==> src/rtl/pipe_pkg.sv <==
// Shared definitions for the decode/execute boundary.
// Contents: RV32 opcode constants, the 11-bit control bundle struct (the
// field order matches the controller output), the NOP bundle, and
// rs1/rs2 usage helpers. This package has no ports.
package pipe_pkg;

  localparam logic [6:0] OP_RTYPE  = 7'b0110011;
  localparam logic [6:0] OP_ITYPE  = 7'b0010011;
  localparam logic [6:0] OP_LOAD   = 7'b0000011;
  localparam logic [6:0] OP_JALR   = 7'b1100111;
  localparam logic [6:0] OP_STORE  = 7'b0100011;
  localparam logic [6:0] OP_BRANCH = 7'b1100011;
  localparam logic [6:0] OP_LUI    = 7'b0110111;
  localparam logic [6:0] OP_JAL    = 7'b1101111;

  typedef struct packed {
    logic       alu_src;
    logic       mem_to_reg;
    logic       reg_write;
    logic       mem_read;
    logic       mem_write;
    logic [1:0] alu_op;
    logic       branch;
    logic       jalr_sel;
    logic [1:0] rw_sel;
  } ctrl_t;

  localparam ctrl_t CTRL_NOP = '0;

  // LUI, JAL and unknown opcodes read no source register.
  function automatic logic uses_rs1(input logic [6:0] op);
    case (op)
      OP_RTYPE, OP_ITYPE, OP_LOAD, OP_JALR, OP_STORE, OP_BRANCH: return 1'b1;
      default: return 1'b0;
    endcase
  endfunction

  function automatic logic uses_rs2(input logic [6:0] op);
    case (op)
      OP_RTYPE, OP_STORE, OP_BRANCH: return 1'b1;
      default: return 1'b0;
    endcase
  endfunction

endpackage

==> src/rtl/load_use_detect.sv <==
// Combinational load-use hazard detection.
// Ports:
//   opcode       decode opcode, used to qualify rs1/rs2 usage
//   rs1, rs2     decode source register indices
//   ex_mem_read  MemRead bit of the instruction currently in EX
//   ex_valid     EX holds a real instruction
//   ex_rd        destination register of the instruction in EX
//   load_use     decode needs data that the load in EX has not produced yet
module load_use_detect
  import pipe_pkg::*;
#(
  parameter int REG_ADDR_W = 5
) (
  input  logic [6:0]            opcode,
  input  logic [REG_ADDR_W-1:0] rs1,
  input  logic [REG_ADDR_W-1:0] rs2,
  input  logic                  ex_mem_read,
  input  logic                  ex_valid,
  input  logic [REG_ADDR_W-1:0] ex_rd,
  output logic                  load_use
);

  logic rs1_hit, rs2_hit;

  assign rs1_hit = uses_rs1(opcode) && (ex_rd == rs1);
  assign rs2_hit = uses_rs2(opcode) && (ex_rd == rs2);

  // x0 is hardwired to zero, so a load into x0 never produces a hazard.
  assign load_use = ex_mem_read && ex_valid && (ex_rd != '0) && (rs1_hit || rs2_hit);

endmodule

==> src/rtl/id_ex_stage_reg.sv <==
// ID/EX pipeline register with load-use hazard detection.
// On a load-use hazard, stall_o holds PC and IF/ID and a bubble enters EX.
// flush_i (a branch/jump taken in EX) squashes the decode slot and takes
// priority over a stall.
// Optional build macro ID_EX_PERF_CNT_EN adds the counters bubble_cnt_o
// and flush_cnt_o.
// Ports:
//   clk, reset            rising-edge clock; synchronous active-high reset
//   id_*                  decode-stage inputs: opcode, control, pc, operands,
//                         immediate, indices, funct3, funct7
//   flush_i               squash the decode slot
//   ex_*                  registered values presented to execute
//   ex_valid_o            EX holds a real instruction
//   stall_o               combinational: hold PC and IF/ID this cycle
//   bubble_cnt_o          (optional) count of stall cycles
//   flush_cnt_o           (optional) count of flush cycles
module id_ex_stage_reg
  import pipe_pkg::*;
#(
  parameter int DATA_W     = 32,
  parameter int PC_W       = 32,
  parameter int REG_ADDR_W = 5
) (
  input  logic                  clk,
  input  logic                  reset,
  input  logic [6:0]            id_opcode_i,
  input  logic [10:0]           id_ctrl_i,
  input  logic [PC_W-1:0]       id_pc_i,
  input  logic [DATA_W-1:0]     id_rd1_i,
  input  logic [DATA_W-1:0]     id_rd2_i,
  input  logic [DATA_W-1:0]     id_imm_i,
  input  logic [REG_ADDR_W-1:0] id_rs1_i,
  input  logic [REG_ADDR_W-1:0] id_rs2_i,
  input  logic [REG_ADDR_W-1:0] id_rd_i,
  input  logic [2:0]            id_funct3_i,
  input  logic [6:0]            id_funct7_i,
  input  logic                  flush_i,
  output logic [10:0]           ex_ctrl_o,
  output logic [PC_W-1:0]       ex_pc_o,
  output logic [DATA_W-1:0]     ex_rd1_o,
  output logic [DATA_W-1:0]     ex_rd2_o,
  output logic [DATA_W-1:0]     ex_imm_o,
  output logic [REG_ADDR_W-1:0] ex_rs1_o,
  output logic [REG_ADDR_W-1:0] ex_rs2_o,
  output logic [REG_ADDR_W-1:0] ex_rd_o,
  output logic [2:0]            ex_funct3_o,
  output logic [6:0]            ex_funct7_o,
  output logic                  ex_valid_o,
  output logic                  stall_o
`ifdef ID_EX_PERF_CNT_EN
  ,
  output logic [31:0]           bubble_cnt_o,
  output logic [31:0]           flush_cnt_o
`endif
);

  ctrl_t ex_ctrl;
  logic  load_use;

  assign ex_ctrl_o = ex_ctrl;

  load_use_detect #(.REG_ADDR_W(REG_ADDR_W)) u_lud (
    .opcode      (id_opcode_i),
    .rs1         (id_rs1_i),
    .rs2         (id_rs2_i),
    .ex_mem_read (ex_ctrl.mem_read),
    .ex_valid    (ex_valid_o),
    .ex_rd       (ex_rd_o),
    .load_use    (load_use)
  );

  // A flush wins over the hazard: the wrong-path decode is dropped, so the
  // front end must not be held. Reset masks stall_o before the EX registers
  // hold defined values.
  assign stall_o = load_use && !flush_i && !reset;

  always_ff @(posedge clk) begin
    if (reset) begin
      ex_ctrl     <= CTRL_NOP;
      ex_valid_o  <= 1'b0;
      ex_pc_o     <= '0;
      ex_rd1_o    <= '0;
      ex_rd2_o    <= '0;
      ex_imm_o    <= '0;
      ex_rs1_o    <= '0;
      ex_rs2_o    <= '0;
      ex_rd_o     <= '0;
      ex_funct3_o <= '0;
      ex_funct7_o <= '0;
    end else begin
      // The datapath loads every cycle. Its value only matters when
      // ex_valid_o is set, because the zeroed control bundle keeps a bubble
      // inert.
      ex_pc_o     <= id_pc_i;
      ex_rd1_o    <= id_rd1_i;
      ex_rd2_o    <= id_rd2_i;
      ex_imm_o    <= id_imm_i;
      ex_rs1_o    <= id_rs1_i;
      ex_rs2_o    <= id_rs2_i;
      ex_rd_o     <= id_rd_i;
      ex_funct3_o <= id_funct3_i;
      ex_funct7_o <= id_funct7_i;
      if (flush_i || stall_o) begin
        // The bubble clears MemRead, so a stall cannot repeat on the
        // instruction that re-presents next cycle.
        ex_ctrl    <= CTRL_NOP;
        ex_valid_o <= 1'b0;
      end else begin
        ex_ctrl    <= ctrl_t'(id_ctrl_i);
        ex_valid_o <= 1'b1;
      end
    end
  end

`ifdef ID_EX_PERF_CNT_EN
  always_ff @(posedge clk) begin
    if (reset) begin
      bubble_cnt_o <= '0;
      flush_cnt_o  <= '0;
    end else begin
      if (stall_o) bubble_cnt_o <= bubble_cnt_o + 32'd1;
      if (flush_i) flush_cnt_o  <= flush_cnt_o + 32'd1;
    end
  end
`endif

endmodule

==> config.mk <==
export PLATFORM = sky130hd
export DESIGN_NAME = id_ex_stage_reg
export DESIGN_NICKNAME = d
export VERILOG_FILES = /design/src/rtl/pipe_pkg.sv /design/src/rtl/load_use_detect.sv /design/src/rtl/id_ex_stage_reg.sv
export SDC_FILE = /design/constraint.sdc
export NUM_CORES = 1
export LEC_CHECK = 0
export CORE_AREA = 2 2 131 133
export CTS_CLUSTER_DIAMETER = 100
export DETAILED_ROUTE_END_ITERATION = 7
export DIE_AREA = 0 0 133 135
export PLACE_DENSITY_LB_ADDON = 0.05
export SYNTH_ARGS = -nofsm -noshare
export SYNTH_HDL_FRONTEND = slang
export SYNTH_SLANG_ARGS = --single-unit
export TNS_END_PERCENT = 30
==> constraint.sdc <==
create_clock -name clk -period 1.43 [get_ports clk]
set_clock_uncertainty 0.2 [all_clocks]
set_input_delay 0.143 -clock clk [delete_from_list [all_inputs] [get_ports clk]]
set_output_delay 0.143 -clock clk [all_outputs]
set_load 0.05 [all_outputs]
==> flow_metrics.env <==
export IMPL_status="finished, violations left"
export IMPL_violations="setup timing"
export IMPL_critPathMaxFanout=3
export IMPL_dp_cells=938
export IMPL_synth_top_area_cell="dfxtp_1"
export IMPL_worst_endpoint_required_ps=1090
export IMPL_period_needed_ps=1910
export IMPL_reg2reg_from="ex_rd_o[0]"
export IMPL_ir_drop_mv=0.754
export IMPL_synth_simple_area_share_pct=23.5
export IMPL_synth_compound_area_share_pct=2.72
export IMPL_crit_arrival_ps=1570
export IMPL_vias_per_cell=4.02
export IMPL_synthAdderAreaFrac_pct=0
export IMPL_drc_errors=0
export IMPL_max_freq_mhz=524
export IMPL_setup_viol=14
export IMPL_synth_top_family_by_area="simple AND/OR/NAND/NOR gates"
export IMPL_ys_warn_count=0
export IMPL_synthMuxAreaShare_pct=0
export IMPL_cts_buffers=17
export IMPL_synth_seq_cells=165
export IMPL_p_leak_nw=4.41
export IMPL_die_area_sq_mm=0.0180
export IMPL_via_count=3904
export IMPL_htree_levels=4
export IMPL_worstPathCellList="xnor2_2, o211ai_1, o22ai_2, and2_4, buf_12"
export IMPL_cts_buffer_depth=2
export IMPL_critPathMaxStageDelay_ps=360
export IMPL_layout_cells_non_filler=972
export IMPL_synth_area_sq_mm=0.00474
export IMPL_layout_setup_ws_ps=-479
export IMPL_grt_usage_pct=17.9
export IMPL_synth_seq_area_share_pct=69.7
export IMPL_finalCritPeriodShare_pct=133
export IMPL_cts_root_buf="clkbuf_16"
export IMPL_clock_sinks=165
export IMPL_drive_gt1_share_pct=31.2
export IMPL_placement_io_buffers=339
export IMPL_slew_headroom_pct=78.4
export IMPL_antenna_found_initial=1
export IMPL_slew_violations=0
export IMPL_syn_area_per_cell_sq_um=12.2
export IMPL_synth_cells=387
export IMPL_die_w_um=133
export IMPL_crit_start="ex_rd_o[0]"
export IMPL_max_cap_viol_count=0
export IMPL_final_util_pct=65.6
export IMPL_core_area_sq_mm=0.0164
export IMPL_ys_top_cells_by_area="dfxtp_1 70%, nor2b_1 17%, and2b_1 4.4%"
export IMPL_rows=47
export IMPL_initial_utilization_pct=28.9
export IMPL_reg2regPathDepth=5
export IMPL_grt_pass1_wl_um=23800
export IMPL_die_h_um=135
export IMPL_avgRoutedWirePerCell_um=16.3
export IMPL_mostFrequentLayoutCell="clkdlybuf4s50_1"
export IMPL_hpwlAfterDp_um=12700
export IMPL_clk_pin_slew_ps=60
export IMPL_gp_congestion=0.905
export IMPL_drtPass1Iterations=4
export IMPL_min_from="reset"
export IMPL_drtAntennaViolNets=0
export IMPL_p_per_area_mw_per_mm2=1150
export IMPL_holdWs_ps=31.5
export IMPL_grt_ovfl_total=0
export IMPL_finish_net_count=912
export IMPL_critPathKind="flop to output pin"
export IMPL_clkLatencyLatePin_ps=410
export IMPL_crit_slowest_cell="dfxtp_4"
export IMPL_rsz0062_at_grt="true"
export IMPL_grt_max_degree=82
export IMPL_synth_xor_area_share_pct=1.85
export IMPL_yosys_area_top_type_share_pct=69.7
export IMPL_total_power_mw=12.3
export IMPL_ys_types=22
export IMPL_worst_pin_slew_ps=324
export IMPL_grt_pass1_vias=4216
export IMPL_min_path_cells=3
export IMPL_hp_class="input port to flop"
export IMPL_synth_nets=561
export IMPL_cts_tree="yes"
export IMPL_syn_to_final_growth_pct=127
export IMPL_cts_setup_buffers=0
export IMPL_layout_common_cells="172 x clkdlybuf4s50_1, 168 x buf_12, 159 x dfxtp_1"
export IMPL_end_kind="output pin"
export IMPL_finalWirelength_um=15800
export IMPL_first_iter_violations=57
export IMPL_hold_violations=0
export IMPL_dp_slack_ps=-411
export IMPL_ios=340
export IMPL_start_kind="flop"
[per-layer routing]
metal  vias up  part of all wire (%)  track usage, %
li1       1892                     -               -
met1      1763                    33            16.6
met4         0                   3.1            8.66
met2       212                    54            33.2
met3        37                    10            8.33
met5         -                     0               0
[stage by stage]
step                      instance area, sq um  TNS (ps)
after floorplan                           4760      -324
after CTS                                10700     -1450
final                                    10800     -1310
after detailed placement                 10100     -4840
after global placement                   10100     -4050
after global routing                     10800     -2280
[worst paths after layout]
path                  endpoint  slack [ps]
setup / recovery       stall_o        -480
hold / removal    ex_imm_o[22]          30
setup reg to reg    ex_valid_o        -100
hold reg to reg   ex_ctrl_o[4]         630
[synthesized netlist by cell type]
cell,number
a21oi_2,11
xnor2_1,10
a21boi_0,1
nand3_1,2
o211ai_1,1
nand2_1,12
and2_2,1
nor2_4,1
clkbuf_1,16
nor2_1,2
a21oi_1,1
nor3_1,1
and2b_1,28
nand4_1,1
nor2b_1,125
buf_4,3
dfxtp_1,165
and4b_1,1
buf_6,2
nand4b_1,1
and3b_1,1
o22ai_2,1
[timing repair]
item,in CTS,in global routing
endpoints found under the setup margin,14,16
resized for setup,2,5
pin swaps,5,3
hold endpoints to repair,3,0
hold buffers,1,0
[state kept, by name, indices dropped and copies added, names as in the netlist]
name / flops
ex_ctrl_o: 11
ex_funct3_o: 3
ex_funct7_o: 7
ex_imm_o: 32
ex_pc_o: 32
ex_rd1_o: 32
ex_rd2_o: 32
ex_rd_o: 5
ex_rs1_o: 5
ex_rs2_o: 5
ex_valid_o: 1
[layout make-up]
cell class	instances	area [sq um]
Antenna cell	1	2.50
Clock inverter	10	120
Clock buffer	22	485
Sequential cell	165	3330
Tap cell	220	275
Fill cell	1178	5640
Timing Repair Buffer	353	5200
Multi-Input combinational cell	201	1360
[worst max-delay path, delay by kind of cell, from the launching register on]
kind | cells | cell delay (ps)
AO/OA/AOI/OAI | 2 | 340
buffers and inverters | 1 | 130
flip-flops | 1 | 360
XOR/XNOR | 1 | 130
AND/OR/NAND/NOR | 1 | 190
[power breakdown]
part	internal, mW	leakage [nW]	switching (mW)
Combinational	1.48	2.74	1.21
Sequential	4.84	1.38	0.204
Clock	2.78	0.288	1.83
Total	9.10	4.41	3.23
[cell families (layout without fill, tap and decap cells)]
family	count (synthesis)	in the layout
xor gates and xnor gates	10	10
other	0	1
DFF	165	165
buffers and inverters	21	385
AOI/OAI and AO/OA	15	15
and+or+nand+nor	176	176
Note: power is estimated with default switching activity, not from simulation.
